## src/rtl/muldiv_pkg.sv

```systemverilog
// rtl/muldiv_pkg.sv - shared constants, funct3 codes and state type for the RV32M multiply/divide unit
package muldiv_pkg;

    localparam int XLEN  = 32;
    localparam int ITERS = 32;
    localparam int CNT_W = $clog2(ITERS);

    localparam logic [XLEN-1:0] SIGN_MIN = {1'b1, {(XLEN-1){1'b0}}};

    localparam logic [2:0] F3_MUL    = 3'b000;
    localparam logic [2:0] F3_MULH   = 3'b001;
    localparam logic [2:0] F3_MULHSU = 3'b010;
    localparam logic [2:0] F3_MULHU  = 3'b011;
    localparam logic [2:0] F3_DIV    = 3'b100;
    localparam logic [2:0] F3_DIVU   = 3'b101;
    localparam logic [2:0] F3_REM    = 3'b110;
    localparam logic [2:0] F3_REMU   = 3'b111;

    typedef enum logic [1:0] {
        IDLE = 2'd0,
        CALC = 2'd1,
        FIX  = 2'd2,
        DONE = 2'd3
    } state_t;

endpackage

```

## src/rtl/muldiv_if.sv

```systemverilog
// rtl/muldiv_if.sv - core-side operand/result bundle for the multiply/divide unit
interface muldiv_if;
    import muldiv_pkg::*;

    logic            start;
    logic [31:0]     inst;
    logic [XLEN-1:0] DataA;
    logic [XLEN-1:0] DataB;
    logic [XLEN-1:0] result;
    logic            done;
    logic            stall;

    modport master (output start, inst, DataA, DataB, input result, done, stall);
    modport slave  (input start, inst, DataA, DataB, output result, done, stall);

endinterface

```

## src/rtl/muldiv_iter.sv

```systemverilog
// rtl/muldiv_iter.sv - one combinational shift-add or restoring-subtract step
module muldiv_iter
    import muldiv_pkg::*;
(
    input  logic            is_div,
    input  logic [XLEN-1:0] hi,
    input  logic [XLEN-1:0] lo,
    input  logic [XLEN-1:0] opnd,
    output logic [XLEN-1:0] hi_nxt,
    output logic [XLEN-1:0] lo_nxt
);

    logic [XLEN:0]   mul_sum;
    logic [XLEN:0]   rem_shift;
    logic [XLEN+1:0] rem_diff;
    logic            rem_ge;

    // Multiply: {hi,lo} holds product-high and the remaining multiplier bits.
    // Divide: hi is the partial remainder, lo shifts dividend out and quotient in.
    always_comb begin
        mul_sum   = {1'b0, hi} + (lo[0] ? {1'b0, opnd} : {(XLEN+1){1'b0}});
        rem_shift = {hi, lo[XLEN-1]};
        rem_diff  = {1'b0, rem_shift} - {2'b00, opnd};
        rem_ge    = ~rem_diff[XLEN+1];
        if (is_div) begin
            hi_nxt = rem_ge ? rem_diff[XLEN-1:0] : rem_shift[XLEN-1:0];
            lo_nxt = {lo[XLEN-2:0], rem_ge};
        end else begin
            hi_nxt = mul_sum[XLEN:1];
            lo_nxt = {mul_sum[0], lo[XLEN-1:1]};
        end
    end

    // The remainder stays below the divisor, so these top bits never carry information.
    wire unused_bits = ^{rem_diff[XLEN], rem_shift[XLEN]};

endmodule

```

## src/rtl/muldiv_unit.sv

```systemverilog
// rtl/muldiv_unit.sv - iterative RV32M multiply/divide unit with stall/done handshake
module muldiv_unit
    import muldiv_pkg::*;
(
    input  logic    clk,
    input  logic    rst,
    muldiv_if.slave bus
);

    state_t            state, state_nxt;
    logic [2:0]        f3_q;
    logic              sign_a_q, sign_b_q;
    logic [XLEN-1:0]   opnd_q, hi_q, lo_q, result_q;
    logic [CNT_W-1:0]  cnt_q;
    logic [XLEN-1:0]   hi_nxt, lo_nxt;

    logic [2:0]        f3_in;
    logic              a_signed, b_signed, sa_in, sb_in;
    logic              div_zero, div_ovf, special;
    logic [XLEN-1:0]   abs_a, abs_b, special_res;
    logic [2*XLEN-1:0] prod, prod_fix;
    logic [XLEN-1:0]   fix_res;

    assign f3_in = bus.inst[14:12];
    wire unused_inst = ^{bus.inst[31:15], bus.inst[11:0]};

    muldiv_iter u_iter (
        .is_div (f3_q[2]),
        .hi     (hi_q),
        .lo     (lo_q),
        .opnd   (opnd_q),
        .hi_nxt (hi_nxt),
        .lo_nxt (lo_nxt)
    );

    // Decode the incoming operands: signedness, magnitudes and the one-cycle special cases.
    always_comb begin
        a_signed = (f3_in == F3_MULH) || (f3_in == F3_MULHSU) ||
                   (f3_in == F3_DIV)  || (f3_in == F3_REM);
        b_signed = (f3_in == F3_MULH) || (f3_in == F3_DIV) || (f3_in == F3_REM);
        sa_in    = a_signed && bus.DataA[XLEN-1];
        sb_in    = b_signed && bus.DataB[XLEN-1];
        abs_a    = sa_in ? -bus.DataA : bus.DataA;
        abs_b    = sb_in ? -bus.DataB : bus.DataB;
        div_zero = f3_in[2] && (bus.DataB == '0);
        div_ovf  = f3_in[2] && b_signed && (bus.DataA == SIGN_MIN) && (bus.DataB == '1);
        special  = div_zero || div_ovf;
        if (div_zero) begin
            special_res = f3_in[1] ? bus.DataA : '1;
        end else begin
            special_res = f3_in[1] ? '0 : SIGN_MIN;
        end
    end

    // Sign correction and result selection applied in FIX.
    always_comb begin
        prod     = {hi_q, lo_q};
        prod_fix = (sign_a_q ^ sign_b_q) ? -prod : prod;
        case (f3_q)
            F3_MUL:                       fix_res = prod_fix[XLEN-1:0];
            F3_MULH, F3_MULHSU, F3_MULHU: fix_res = prod_fix[2*XLEN-1:XLEN];
            F3_DIV, F3_DIVU:              fix_res = (sign_a_q ^ sign_b_q) ? -lo_q : lo_q;
            default:                      fix_res = sign_a_q ? -hi_q : hi_q;
        endcase
    end

    // State register.
    always_ff @(posedge clk or posedge rst) begin
        if (rst) begin
            state <= IDLE;
        end else begin
            state <= state_nxt;
        end
    end

    // Next-state logic; start only matters in IDLE.
    always_comb begin
        state_nxt = state;
        case (state)
            IDLE: if (bus.start) state_nxt = special ? DONE : CALC;
            CALC: if (cnt_q == CNT_W'(ITERS - 1)) state_nxt = FIX;
            FIX:  state_nxt = DONE;
            DONE: state_nxt = IDLE;
            default: state_nxt = IDLE;
        endcase
    end

    // Operand latch, iteration datapath and the output register.
    always_ff @(posedge clk or posedge rst) begin
        if (rst) begin
            f3_q     <= '0;
            sign_a_q <= 1'b0;
            sign_b_q <= 1'b0;
            opnd_q   <= '0;
            hi_q     <= '0;
            lo_q     <= '0;
            cnt_q    <= '0;
            result_q <= '0;
        end else begin
            case (state)
                IDLE: begin
                    if (bus.start) begin
                        f3_q     <= f3_in;
                        sign_a_q <= sa_in;
                        sign_b_q <= sb_in;
                        opnd_q   <= f3_in[2] ? abs_b : abs_a;
                        hi_q     <= '0;
                        lo_q     <= f3_in[2] ? abs_a : abs_b;
                        cnt_q    <= '0;
                        if (special) result_q <= special_res;
                    end
                end
                CALC: begin
                    hi_q  <= hi_nxt;
                    lo_q  <= lo_nxt;
                    cnt_q <= cnt_q + 1'b1;
                end
                FIX: result_q <= fix_res;
                default: ;
            endcase
        end
    end

    assign bus.result = result_q;
    assign bus.done   = (state == DONE);
    // Held low during reset so an aborted instruction releases the core at once.
    assign bus.stall  = ~rst & (((state == IDLE) & bus.start) | (state == CALC) | (state == FIX));

endmodule

```

## src/flat_wrapper.sv

```systemverilog
// flat-port wrapper written by rule: the top's interface ports become plain ports
module muldiv_unit_flat import muldiv_pkg::*;
  (clk, rst, bus_start, bus_inst, bus_DataA, bus_DataB, bus_result, bus_done, bus_stall);
  muldiv_if bus_i ();
  input  logic clk;
  input  logic rst;
  input wire logic [$bits(bus_i.start)-1:0] bus_start;
  input wire logic [$bits(bus_i.inst)-1:0] bus_inst;
  input wire logic [$bits(bus_i.DataA)-1:0] bus_DataA;
  input wire logic [$bits(bus_i.DataB)-1:0] bus_DataB;
  output wire logic [$bits(bus_i.result)-1:0] bus_result;
  output wire logic [$bits(bus_i.done)-1:0] bus_done;
  output wire logic [$bits(bus_i.stall)-1:0] bus_stall;
  assign bus_i.start = bus_start;
  assign bus_i.inst = bus_inst;
  assign bus_i.DataA = bus_DataA;
  assign bus_i.DataB = bus_DataB;
  assign bus_result = bus_i.result;
  assign bus_done = bus_i.done;
  assign bus_stall = bus_i.stall;
  muldiv_unit u_core (.clk(clk), .rst(rst), .bus(bus_i));
endmodule
```

## config.mk

```make
export PLATFORM = sky130hd
export DESIGN_NAME = muldiv_unit_flat
export DESIGN_NICKNAME = d
export VERILOG_FILES = /design/src/rtl/muldiv_pkg.sv /design/src/rtl/muldiv_if.sv /design/src/rtl/muldiv_iter.sv /design/src/rtl/muldiv_unit.sv /design/src/flat_wrapper.sv
export SDC_FILE = /design/constraint.sdc
export NUM_CORES = 1
export LEC_CHECK = 0
export CAP_MARGIN = 20
export CELL_PAD_IN_SITES_DETAIL_PLACEMENT = 1
export CELL_PAD_IN_SITES_GLOBAL_PLACEMENT = 1
export CORE_MARGIN = 5
export CORE_UTILIZATION = 47
export CTS_BUF_LIST = sky130_fd_sc_hd__clkbuf_4 sky130_fd_sc_hd__clkbuf_8 sky130_fd_sc_hd__clkbuf_16
export CTS_CLUSTER_DIAMETER = 40
export CTS_CLUSTER_SIZE = 24
export DETAILED_ROUTE_END_ITERATION = 12
export PLACE_DENSITY = 0.85
export SLEW_MARGIN = 15
export SYNTH_ARGS = -nofsm -noshare
export SYNTH_HDL_FRONTEND = slang
export SYNTH_SLANG_ARGS = --single-unit
export TNS_END_PERCENT = 10
```

## constraint.sdc

```tcl
create_clock -name clk -period 12.9 [get_ports clk]
set_input_delay 1.29 -clock clk [delete_from_list [all_inputs] [get_ports clk]]
set_output_delay 1.29 -clock clk [all_outputs]
set_load 0.05 [all_outputs]
```

==> results by stage, run 1 <==
Setup path:
- Setup slack on the worst reg-to-reg path comes out at 8.23 ns.
- The category of the most critical setup path is in -> reg.
- The largest incremental delay on the critical path is 0.94 ns.
- The endpoint identified for the worst register-to-register timing path is u_core.hi_q[31]$_DFFE_PP0P_.
- The type of destination of the critical path is a flip-flop.
- The kind of start point of the critical path is an input port.
- The data arrival at the endpoint of the critical path is 5.65 ns.
- Traced cell by cell, the critical path runs through buf_2, buf_4, clkinv_1, o21ai_0, nand2_1, nor3_1, nand2_1, a21o_1, o21ai_4, buf_4, mux2_2.
- The worst-case reg-to-reg path depth is 13.
- In this run the critical register-to-register path is launched from u_core.lo_q[0]$_DFFE_PP0P_.
- In this run the worst path has a maximum fanout of 105.
- The data required time at the worst endpoint is 13.22 ns.
- The library cell contributing the largest single delay on the critical path is sky130_fd_sc_hd__clkinv_1.

Synth:
- The cell type with the largest total area after synthesis is sky130_fd_sc_hd__dfrtp_1.
- In the synthesized netlist the dominant register cell turns out to be sky130_fd_sc_hd__dfrtp_1.
- The synthesized design contains 140 register bits.
- By area the synthesized netlist is led by sky130_fd_sc_hd__dfrtp_1, sky130_fd_sc_hd__a21oi_1, sky130_fd_sc_hd__nor2_1.
- When the netlist entered floorplanning its net count stood at 2213.
- The share of synthesized area occupied by flip-flops and latches is 0.235.
- Counting flops with a built-in enable in the synthesized netlist gives 0.
- The fraction of synthesis flops using an asynchronous set or reset pin is 1.00.
- The Yosys step of the flow raised 0 warnings.
- The number of different library cells used by synthesis comes to 79.
- Among all cell types in the netlist, the one instantiated most often is sky130_fd_sc_hd__nor2_1.
- By count the netlist is led by sky130_fd_sc_hd__nor2_1, sky130_fd_sc_hd__a21oi_1, sky130_fd_sc_hd__o21ai_0, sky130_fd_sc_hd__nand2_1, sky130_fd_sc_hd__dfrtp_1.
- The cell area that synthesis handed to floorplanning was 14900 µm².
- In this run the mean area of a mapped cell was 7.30 µm².
- The share of synthesized area in the top cell type comes to 0.235.
- After technology mapping, the gate count stands at 2037.

Pwr:
- The worst vdd rail ir drop is 0.181 mV.
- The reported leakage power is 6.80 nW.
- Power spread over the standard cell area amounts to 286 nW/µm².

Job:
- Across the run, the number of max-cap violations was 0.

Floorplan:
- The die covers 35300 µm².
- The cell row count is 65.
- The number of top-level design ports is 133.
- For this configuration, the core starts out at a cell density of 0.474.
- The core region is 31400 µm².
- The horizontal extent of the die is 188 µm.
- From bottom edge to top edge, the die measures 188 µm.

Cells and area:
- The fraction of final layout cells sized beyond drive strength 1 is 0.0550.
- The area added between synthesis and finish is 11.6%.
- The filler cell count is 3954.
- The net count of the finished layout is 2216.
- Once layout is complete, the cells apart from fillers number 2457.
- The end-of-flow core utilization is 0.529.

Clocking:
- The insertion delay to the later sink of the worst-skew pair is 0.45 ns.
- For this design, the CTS-stage hold fixing added 0 buffers.
- Clock tree synthesis found a total of 140 sinks.
- The number of setup buffers added after CTS is 0.
- The TritonCTS buffer count is 17.
- The H-tree generated during clock tree synthesis spans 4 levels.
- The number of buffers on the longest clock path is 2.
- The quantity of gates resized following cts is 0.
- The clock-pin transition on the worst setup and hold timing paths is 0.07 ns.
- The buffer cell driving the clock tree root is sky130_fd_sc_hd__clkbuf_16.
- TritonCTS built the clock tree.

Global route:
- The number of antenna violations at the first check in global routing is 1.
- The maximum number of pins on one net before global-route repair is 106.
- Summed over all layers, the global routing overflow is 0.
- The number of global-route vias before repair is 16500.
- The all-layer global routing usage is 0.346.
- The first global-routing pass estimated 95.9 mm of wire.

Min path:
- The worst hold path stage count is 2.
- The worst hold path terminates at u_core.opnd_q[4]$_DFFE_PP0P_.
- The path class of the tightest hold or removal check is reg -> reg.
- The hold path startpoint is u_core.opnd_q[4]$_DFFE_PP0P_.

Place:
- The count of buffers added on input and output ports is 103.
- In this run, placement finished with an instance count of 2423.
- Detailed placement finished with a half-perimeter wire length of 47.5 mm.
- The final RePlAce weighted congestion is 0.954.

Routing:
- The count of nets left with antenna violations once routing finished came out at 0.
- The number of detailed-routing iterations run before antenna repair is 5.
- After detailed routing, the total wire length is 62.5 mm.
- In the final routed layout, each cell accounts on average for 25.4 µm.
- The number of remaining DRC errors is 0.
- After detailed routing, the number of vias per cell comes to 6.57.
- For this block, the initial DRC count from the detailed router was 1717.
- Detailed routing inserted a total of 16100 vias.

STA:
- At the pin with the least slew margin, the transition time is 1.04 ns.
- Clock skew on the completed layout was measured at 0.0192 ns.
- The remaining max-slew budget at the tightest pin is 0.302.
- The final-layout setup total negative slack is 0 ns.
- The final count of pins violating max slew was 0.
- The clock period minus worst slack is 5.33 ns.
- Based on the critical path, the design can be clocked at up to 0.188 GHz.
- The final number of hold-violating endpoints is 0.
- Of the available clock period, the critical path in the final layout requires 0.413.
- The post-route worst hold slack is 0.485 ns.
- The total setup violations reported at the end of the flow is 0.
- Setup repair after global routing left no endpoint under its margin.

Status:
- The flow ran to the end, and the final reports show no timing, DRC or antenna violations.
==> routing by layer <==
layer	part of all wire	GRT usage	routed length (µm)
met5	0	0	0
met4	0.058	0.187	3610
met3	0.080	0.0791	5030
met1	0.41	0.441	25800
met2	0.45	0.544	28100
==> report_power, final <==
group / internal, mW / leakage [nW] / total, mW / switching (mW)
registers: 0.628 / 1.75 / 0.959 / 0.331
clock network: 0.257 / 0.271 / 0.500 / 0.243
logic: 1.19 / 4.78 / 3.29 / 2.10
==> how the worst max path moves through the flow <==
stage | start | end | slack (ns) | cells after the start
floorplan | rst | u_core.bus.result[0]$_DFFE_PP0P_ | 7.86 | 1
global placement | bus_inst[14] | u_core.bus.result[27]$_DFFE_PP0P_ | 7.30 | 11
detailed placement | bus_inst[14] | u_core.bus.result[27]$_DFFE_PP0P_ | 7.21 | 11
CTS | bus_inst[14] | u_core.bus.result[27]$_DFFE_PP0P_ | 7.68 | 11
global route | bus_inst[14] | u_core.bus.result[27]$_DFFE_PP0P_ | 7.17 | 11
finish | bus_inst[14] | u_core.bus.result[27]$_DFFE_PP0P_ | 7.57 | 11
==> metrics by stage <==
| step | total power [mW] | worst slack [ns] | cell area, µm² |
|---|---|---|---|
| 6_report | 4.75 | 7.57 | 16600 |
| 5_1_grt | 5.06 | 7.17 | 16600 |
| 4_1_cts | 4.69 | 7.68 | 16600 |
| 3_5_place_dp | 4.16 | 7.21 | 16000 |
| 3_3_place_gp | 4.03 | 7.30 | 16000 |
| 2_1_floorplan | 3.18 | 7.86 | 14900 |
==> layout make-up <==
cell class,instances,area [µm²],share of cell area
Clock buffer,18,433,0.0261
Tap cell,402,503,0.0303
Timing Repair Buffer,125,1190,0.0717
Inverter,82,313,0.0188
Clock inverter,14,128,0.00769
Multi-Input combinational cell,1674,10500,0.634
Antenna cell,2,5.00,0.000301
Sequential cell,140,3500,0.211
==> cells in the final DEF, fill, tap and decap left out, drive strengths merged, types with 38 or more instances in the layout <==
| cell | netlist | layout |
|---|---|---|
| nor2 | 261 | 261 |
| clkdlybuf4s50 | 0 | 102 |
| inv | 80 | 89 |
| nand3 | 38 | 38 |
| nor3 | 56 | 56 |
| xor2 | 82 | 82 |
| nand2 | 169 | 169 |
| a21oi | 204 | 204 |
| a31oi | 42 | 42 |
| xnor2 | 103 | 103 |
| o21ai | 197 | 197 |
| dfrtp | 140 | 140 |
| ha | 75 | 75 |
==> cells by family (layout without fill, tap and decap cells) <==
| kind of cell | count (synthesis) | in the layout | share of synthesized area |
|---|---|---|---|
| other | 0 | 2 | 0 |
| adders and majority gates | 77 | 77 | 0.0658 |
| and+or+nand+nor | 675 | 675 | 0.210 |
| xor gates and xnor gates | 185 | 185 | 0.109 |
| buffers and inverters | 223 | 239 | 0.0593 |
| DFF | 140 | 140 | 0.235 |
| AOI/OAI and AO/OA | 690 | 690 | 0.287 |
| muxes | 47 | 47 | 0.0335 |
==> state kept, by name (all words and copies together) (netlist names), 2 cells and up <==
signal,count
u_core.f3_q,3
u_core.state,2
u_core.lo_q,32
u_core.cnt_q,5
u_core.opnd_q,32
u_core.bus.result,32
u_core.hi_q,32
==> worst max-delay path: cells and delay by family <==
kind | cells | cell delay, ns
AOI/OAI and AO/OA | 3 | 0.86
muxes | 1 | 0.40
and+or+nand+nor | 3 | 0.71
buffers and inverters | 4 | 2.27
No activity file was read; power rests on OpenSTA's default activity.
==> run 2, diff against run 1 <==
- CORE_UTILIZATION: 47 -> 44
- PLACE_DENSITY: 0.85 -> 0.81
- clock period: 12.9 -> 5.09 ns (I/O delays scaled with it)
==> run 2 against run 1 <==
Effect of this change:
- design area up 1.5%
- setup slack got worse by 6.7 ns
- global-route usage down 1.1 points
- critical endpoint is now u_core.hi_q[31]$_DFFE_PP0P_
- largest cell class unchanged
- highest routed layer unchanged
==> results by stage, run 2 (synthesis results as in run 1) <==
Global route:
- The maximum number of pins on one net before global-route repair is 103.
- The number of global-route vias before repair came to 16500.
- The first-pass GRT wire length is 99.3 mm.
- For this run, the total global-route usage over all layers was measured as 0.334.
- The final global-route overflow total is 0.
- The number of antenna violations at the first check in global routing is 2.

Clocking:
- In this run, post-CTS hold repair placed 0 buffers.
- Clock tree synthesis inserted a total of 17 buffers.
- Clock latency on the worst-skew pair, taken at its later pin, is 0.45 ns.
- After clock tree synthesis, the setup repair step added 0 buffers.
- Once the clock tree was built, the resizer swapped 0 gates to a different size.
- In this run the clock root is driven by a sky130_fd_sc_hd__clkbuf_16.
- The number of H-tree levels is 4.
- TritonCTS built the clock tree.
- The number of buffers on the longest clock path is 2.
- Counting every sink on the clock net gives 140.
- After clock tree synthesis, the clock-pin slew on the worst setup and hold paths is 0.07 ns.

Setup path:
- The kind of start point of the critical path is a flip-flop.
- The library cell contributing the largest single delay on the critical path is sky130_fd_sc_hd__a31oi_1.
- The category of the most critical setup path is reg -> reg.
- Traced cell by cell, the critical path runs through inv_1, buf_4, nor2_1, ha_1, a21oi_1, o21ai_0, or3_1, a211o_1, a31oi_1, o31a_1, o31ai_1, a211o_1, a32o_1.
- The largest incremental delay on the critical path is 0.48 ns.
- In this run the worst path has a maximum fanout of 11.
- The data required time at the worst endpoint is 5.43 ns.
- The cell family with the largest share of critical-path delay is compound AO/OA/AOI/OAI gates.
- Among the stages of the critical path, the cell type that occurs most often is sky130_fd_sc_hd__a211o_1.
- Counting both buffers and inverters, the worst setup path holds a total of 2.
- STA puts the critical path data arrival time at 4.51 ns.
- The worst setup path is captured at a flip-flop.

Cells and area:
- The final cell area excluding filler cells is 16900 µm².
- From synthesis to final layout, the design area changed by 13.3%.
- The fraction of final layout cells sized beyond drive strength 1 is 0.0655.
- After filler insertion, the fill cell instance count of the layout stands at 4147.
- The net count of the finished layout is 2238.
- In the layout the commonest cells are sky130_fd_sc_hd__nor2_1, sky130_fd_sc_hd__a21oi_1, sky130_fd_sc_hd__o21ai_0.
- The leading cell type in the layout, fill and taps excluded is sky130_fd_sc_hd__nor2_1.

STA:
- Setup repair after global routing left no endpoint under its margin.
- The final number of hold-violating endpoints came to 0.
- The worst pin sits at a relative slew slack of 0.256.
- At the pin with the least slew margin, the transition time is 1.11 ns.
- The final count of pins violating max slew is 0.
- In the finished design, the share of the clock period the worst path needs comes to 0.820.
- The total setup violations reported at the end of the flow is 0.
- The final-layout setup total negative slack is 0 ns.
- The final worst clock skew is 0.0137 ns.
- Based on the critical path, the design can be clocked at up to 0.239 GHz.
- For the finished layout, the period the worst path requires is 4.18 ns.

Pwr:
- The worst vdd rail ir drop is 0.308 mV.
- The reported leakage power is 6.94 nW.
- Power spread over the standard cell area amounts to 732 nW/µm².

Floorplan:
- The floorplan step set the die width to 194 µm.
- The die covers 37600 µm².
- The floorplan has 67 rows.
- The standard cell core area is 33400 µm².
- Measured along the y axis, the die boundary spans 194 µm.
- The initial utilization of the core area, before any placement, comes to 0.445.
- 133 I/O pins were placed.

Routing:
- The number of vias in the routed layout is 16500.
- After the first detailed-routing iteration, the DRC count stood at 1686.
- The post-detailed-route count of antenna-violating nets is 0.
- The average wire per cell in the routed design is 25.7 µm.
- The post-detailed-route via-to-cell ratio is 6.54.
- After detailed routing, the total wire length is 64.9 mm.
- The pre-antenna-repair detailed-routing pass consisted of 7 iterations.
- The number of remaining DRC errors is 0.

Min path:
- The worst hold-check path type is reg -> reg.

Place:
- The cell area after placement is 16300 µm².
- The final RePlAce weighted congestion is 0.945.
- The port buffer count is 103.
- The post-detailed-placement half-perimeter wirelength is 50.3 mm.

Status:
- The run finished with clean final reports.

Job:
- The reported max-cap violation count is 0.
## run 2: cell count changes in the layout (fill, tap and decap cells not counted), sizes merged
cell      previous run  this run
buf                 23        45
inv                 89        93
clkinv               4         2
clkinvlp             3         1
bufinv               0         1
clkbuf              18        17
diode                2         1
## run 2: per-layer routing
layer | vias to the layer above | wire length, µm | global-route usage
met1 | 8185 | 27800 | 0.459
met4 | 0 | 2800 | 0.123
met3 | 153 | 5560 | 0.0598
li1 | 7408 | - | -
met5 | - | 0 | 0
met2 | 755 | 28700 | 0.529
## run 2: per-stage QoR
stage	power, mW	utilization	cells	setup WS (ns)	hold WS (ns)
final	12.3	0.504	2524	0.914	0.485
after detailed placement	10.7	0.486	2491	0.918	0.472
after floorplan	8.05	-	2037	0.828	0.449
after global routing	13.1	0.504	2523	0.795	0.510
after CTS	12.1	0.504	2523	0.956	0.488
after global placement	10.4	0.486	2489	0.993	0.463
## run 2: worst paths after layout
kind                                               start                       endpoint  slack, ns  depth (start not counted)
setup / recovery              u_core.lo_q[0]$_DFFE_PP0P_    u_core.hi_q[31]$_DFFE_PP0P_       0.91                         13
hold / removal             u_core.opnd_q[19]$_DFFE_PP0P_  u_core.opnd_q[19]$_DFFE_PP0P_       0.48                          2
setup reg to reg              u_core.lo_q[0]$_DFFE_PP0P_    u_core.hi_q[31]$_DFFE_PP0P_       0.91                         13
hold reg to reg            u_core.opnd_q[19]$_DFFE_PP0P_  u_core.opnd_q[19]$_DFFE_PP0P_       0.48                          2
max in group asynchronous                            rst     u_core.f3_q[2]$_DFFE_PP0P_       3.45                          3
min in group asynchronous                            rst     u_core.lo_q[1]$_DFFE_PP0P_       0.63                          2
## run 2: layout make-up
cell class / instances / area, µm² / share of cell area
multi-input cells: 1674 / 10500 / 0.625
flip-flops and latches: 140 / 3500 / 0.208
repair buffers: 147 / 1360 / 0.0805
well taps: 448 / 561 / 0.0333
clock buffers: 17 / 425 / 0.0252
inverters: 82 / 313 / 0.0186
clock inverters: 15 / 166 / 0.00987
diodes: 1 / 2.50 / 0.000148
## run 2: where the power goes
part	internal (mW)	switching [mW]	leakage [nW]
Clock	0.705	0.628	0.292
Sequential	1.59	0.703	1.75
Combinational	3.09	5.62	4.90
Total	5.39	6.95	6.94
## run 2: worst reg2reg max path: cells and delay by family, from the launching register on
kind / cells / cell delay, ns
AO/OA/AOI/OAI: 8 / 2.09
buffers and inverters: 2 / 0.65
flip-flops: 1 / 0.47
AND/OR/NAND/NOR: 2 / 0.46
adder cells (fa/ha/maj): 1 / 0.40
==> RTL edit: new RTL, config.mk and constraints of run 2 <==
`ITERS`: 32 -> 16.
--- a/src/rtl/muldiv_pkg.sv
+++ b/src/rtl/muldiv_pkg.sv
@@ -4,3 +4,3 @@
     localparam int XLEN  = 32;
-    localparam int ITERS = 32;
+    localparam int ITERS = 16;
     localparam int CNT_W = $clog2(ITERS);
Behaviour: no difference found for any inputs over 10 cycles, from zero or initial values and one cycle with rst high; that may be too few to reach the edited logic, so the function may still have changed.
==> RTL edit against run 2 <==
- non-clock buffer count shrank 8
- final area shrank 0.72%
- count of clock-buffer cells in the layout is the same
- critical endpoint is now u_core.hi_q[26]
- clock skew up 0.0078 ns
- wire length is 3.2% lower
- setup slack got worse by 0.0084 ns
- sequential cell count is 1 lower
- utilization is 0.24 points lower
- area after synthesis decreased by 0.41%
- first-iteration DRC count is 25% lower
- power is 4.4% higher
==> RTL edit: results <==
{
  "outcome": "completed",
  "synth_async_sr_flop_share": 1.00,
  "cp_slowest_cell": "o311ai_0",
  "r2r_setup_slack_ns": 0.91,
  "synth-main-ff-cell": "dfrtp_1",
  "critical_path.max_fanout": 5,
  "met2_usage": 0.516,
  "setup.worst_path.end": "u_core.hi_q[26]",
  "slew_headroom": 0.314,
  "gpl.final_weighted_congestion": 0.964,
  "cts_inserted_buffers": 17,
  "place.detailed.hpwl_um": 48400,
  "drt-total-wl_um": 62800,
  "grt_first_pass_wirelength_um": 96200,
  "synth_commonest_cells": "233 x nor2_1, 210 x a21oi_1, 201 x nand2_1",
  "hold_path_class": "reg -> reg",
  "reg2reg_from": "u_core.lo_q[31]",
  "insertedDiodeCount": 0,
  "arrival_ns": 4.54,
  "synth_cell_types": 78,
  "grt_start_max_net_pins": 76,
  "antenna_found_initial": 1,
  "synth_top_cells_by_area": "dfrtp_1 23%, a21oi_1 7.1%, ha_1 6.2%, o21ai_0 5.9%, nor2_1 5.9%",
  "final_skew_ns": 0.0215,
  "htree_num_levels": 4,
  "dr.pass1.iters": 5,
  "postPlaceCellArea_um2": 16200,
  "design.final.nets": 2199,
  "rr_worst_depth": 11,
  "ys_seq_area_frac": 0.235,
  "setup-tns-final_ns": 0,
  "clk_latency_ns": 0.47,
  "static-leakage-power_nw": 6.75,
  "max-vdd-ir-drop_v": 0.000570,
  "drt_iter0_drc": 1271,
  "timing.critical_path.slowest_cell_delay_ns": 0.83,
  "globalRouteMet3Util": 0.0517,
  "cp_top_family": "compound AO/OA/AOI/OAI gates",
  "met1_usage": 0.441,
  "global_route.usage.total": 0.325,
  "post_route_cells_drive_above_1_share": 0.0648,
  "power_switching_mw": 7.30,
  "dr_total_vias": 16200,
  "buffers_on_ports": 103
}
## RTL edit: cell families (layout without fill, tap and decap cells)
kind of cell | after synthesis | count (layout) | synth area share
AO/OA/AOI/OAI | 681 | 681 | 0.292
XOR/XNOR | 172 | 172 | 0.102
adder cells (fa/ha/maj) | 76 | 76 | 0.0652
buffers and inverters | 211 | 239 | 0.0551
flip-flops | 139 | 139 | 0.235
multiplexers | 52 | 52 | 0.0377
AND/OR/NAND/NOR | 678 | 678 | 0.214
## RTL edit: worst register-to-register path, stage by stage, from the launching register on
cell and delay, ns:
dfrtp_1 0.48, inv_1 0.13, ha_1 0.22, fa_1 0.24, nor2b_1 0.08, o31a_1 0.31
o311ai_0 0.83, nand3_1 0.36, a211oi_1 0.61, nor2_1 0.13, or4_1 0.56, o211ai_1 0.11
## RTL edit: layout make-up
type,instances,area (µm²)
clock buffers,17,425
well taps,448,561
multi-input cells,1659,10600
repair buffers,139,1310
inverters,68,260
fillers,4232,16600
flip-flops and latches,139,3480
clock inverters,15,131
## RTL edit: power groups by stage
stage	Sequential (mW)	Combinational, mW	Clock (mW)
after floorplan	2.38	6.16	0
after global placement	2.31	8.80	0
after detailed placement	2.35	9.05	0
after CTS	2.33	9.13	1.25
after global routing	2.40	10.0	1.30
final	2.36	9.29	1.24
## RTL edit: worst min-delay path by stage
stage | slack, ns | from | endpoint | depth (start not counted)
after floorplan | 0.45 | u_core.opnd_q[10] | u_core.opnd_q[10] | 2
after global placement | 0.45 | u_core.bus.result[7] | u_core.bus.result[7] | 2
after detailed placement | 0.46 | u_core.bus.result[8] | u_core.bus.result[8] | 2
after CTS | 0.47 | u_core.bus.result[8] | u_core.bus.result[8] | 2
after global routing | 0.50 | u_core.bus.result[3] | u_core.bus.result[3] | 2
final | 0.47 | u_core.bus.result[8] | u_core.bus.result[8] | 2
## RTL edit: per-stage QoR
stage	std cells	setup slack (ns)	hold slack [ns]
6_report	2485	0.906	0.469
3_5_place_dp	2453	0.716	0.458
2_1_floorplan	2009	0.856	0.450
3_3_place_gp	2452	0.857	0.455
5_1_grt	2485	0.706	0.496
4_1_cts	2485	1.09	0.471
## RTL edit: metal layers
metal	share of wire	routed length, µm
met5	0	0
met4	0.047	2920
met3	0.064	4010
met2	0.46	28700
met1	0.43	27200
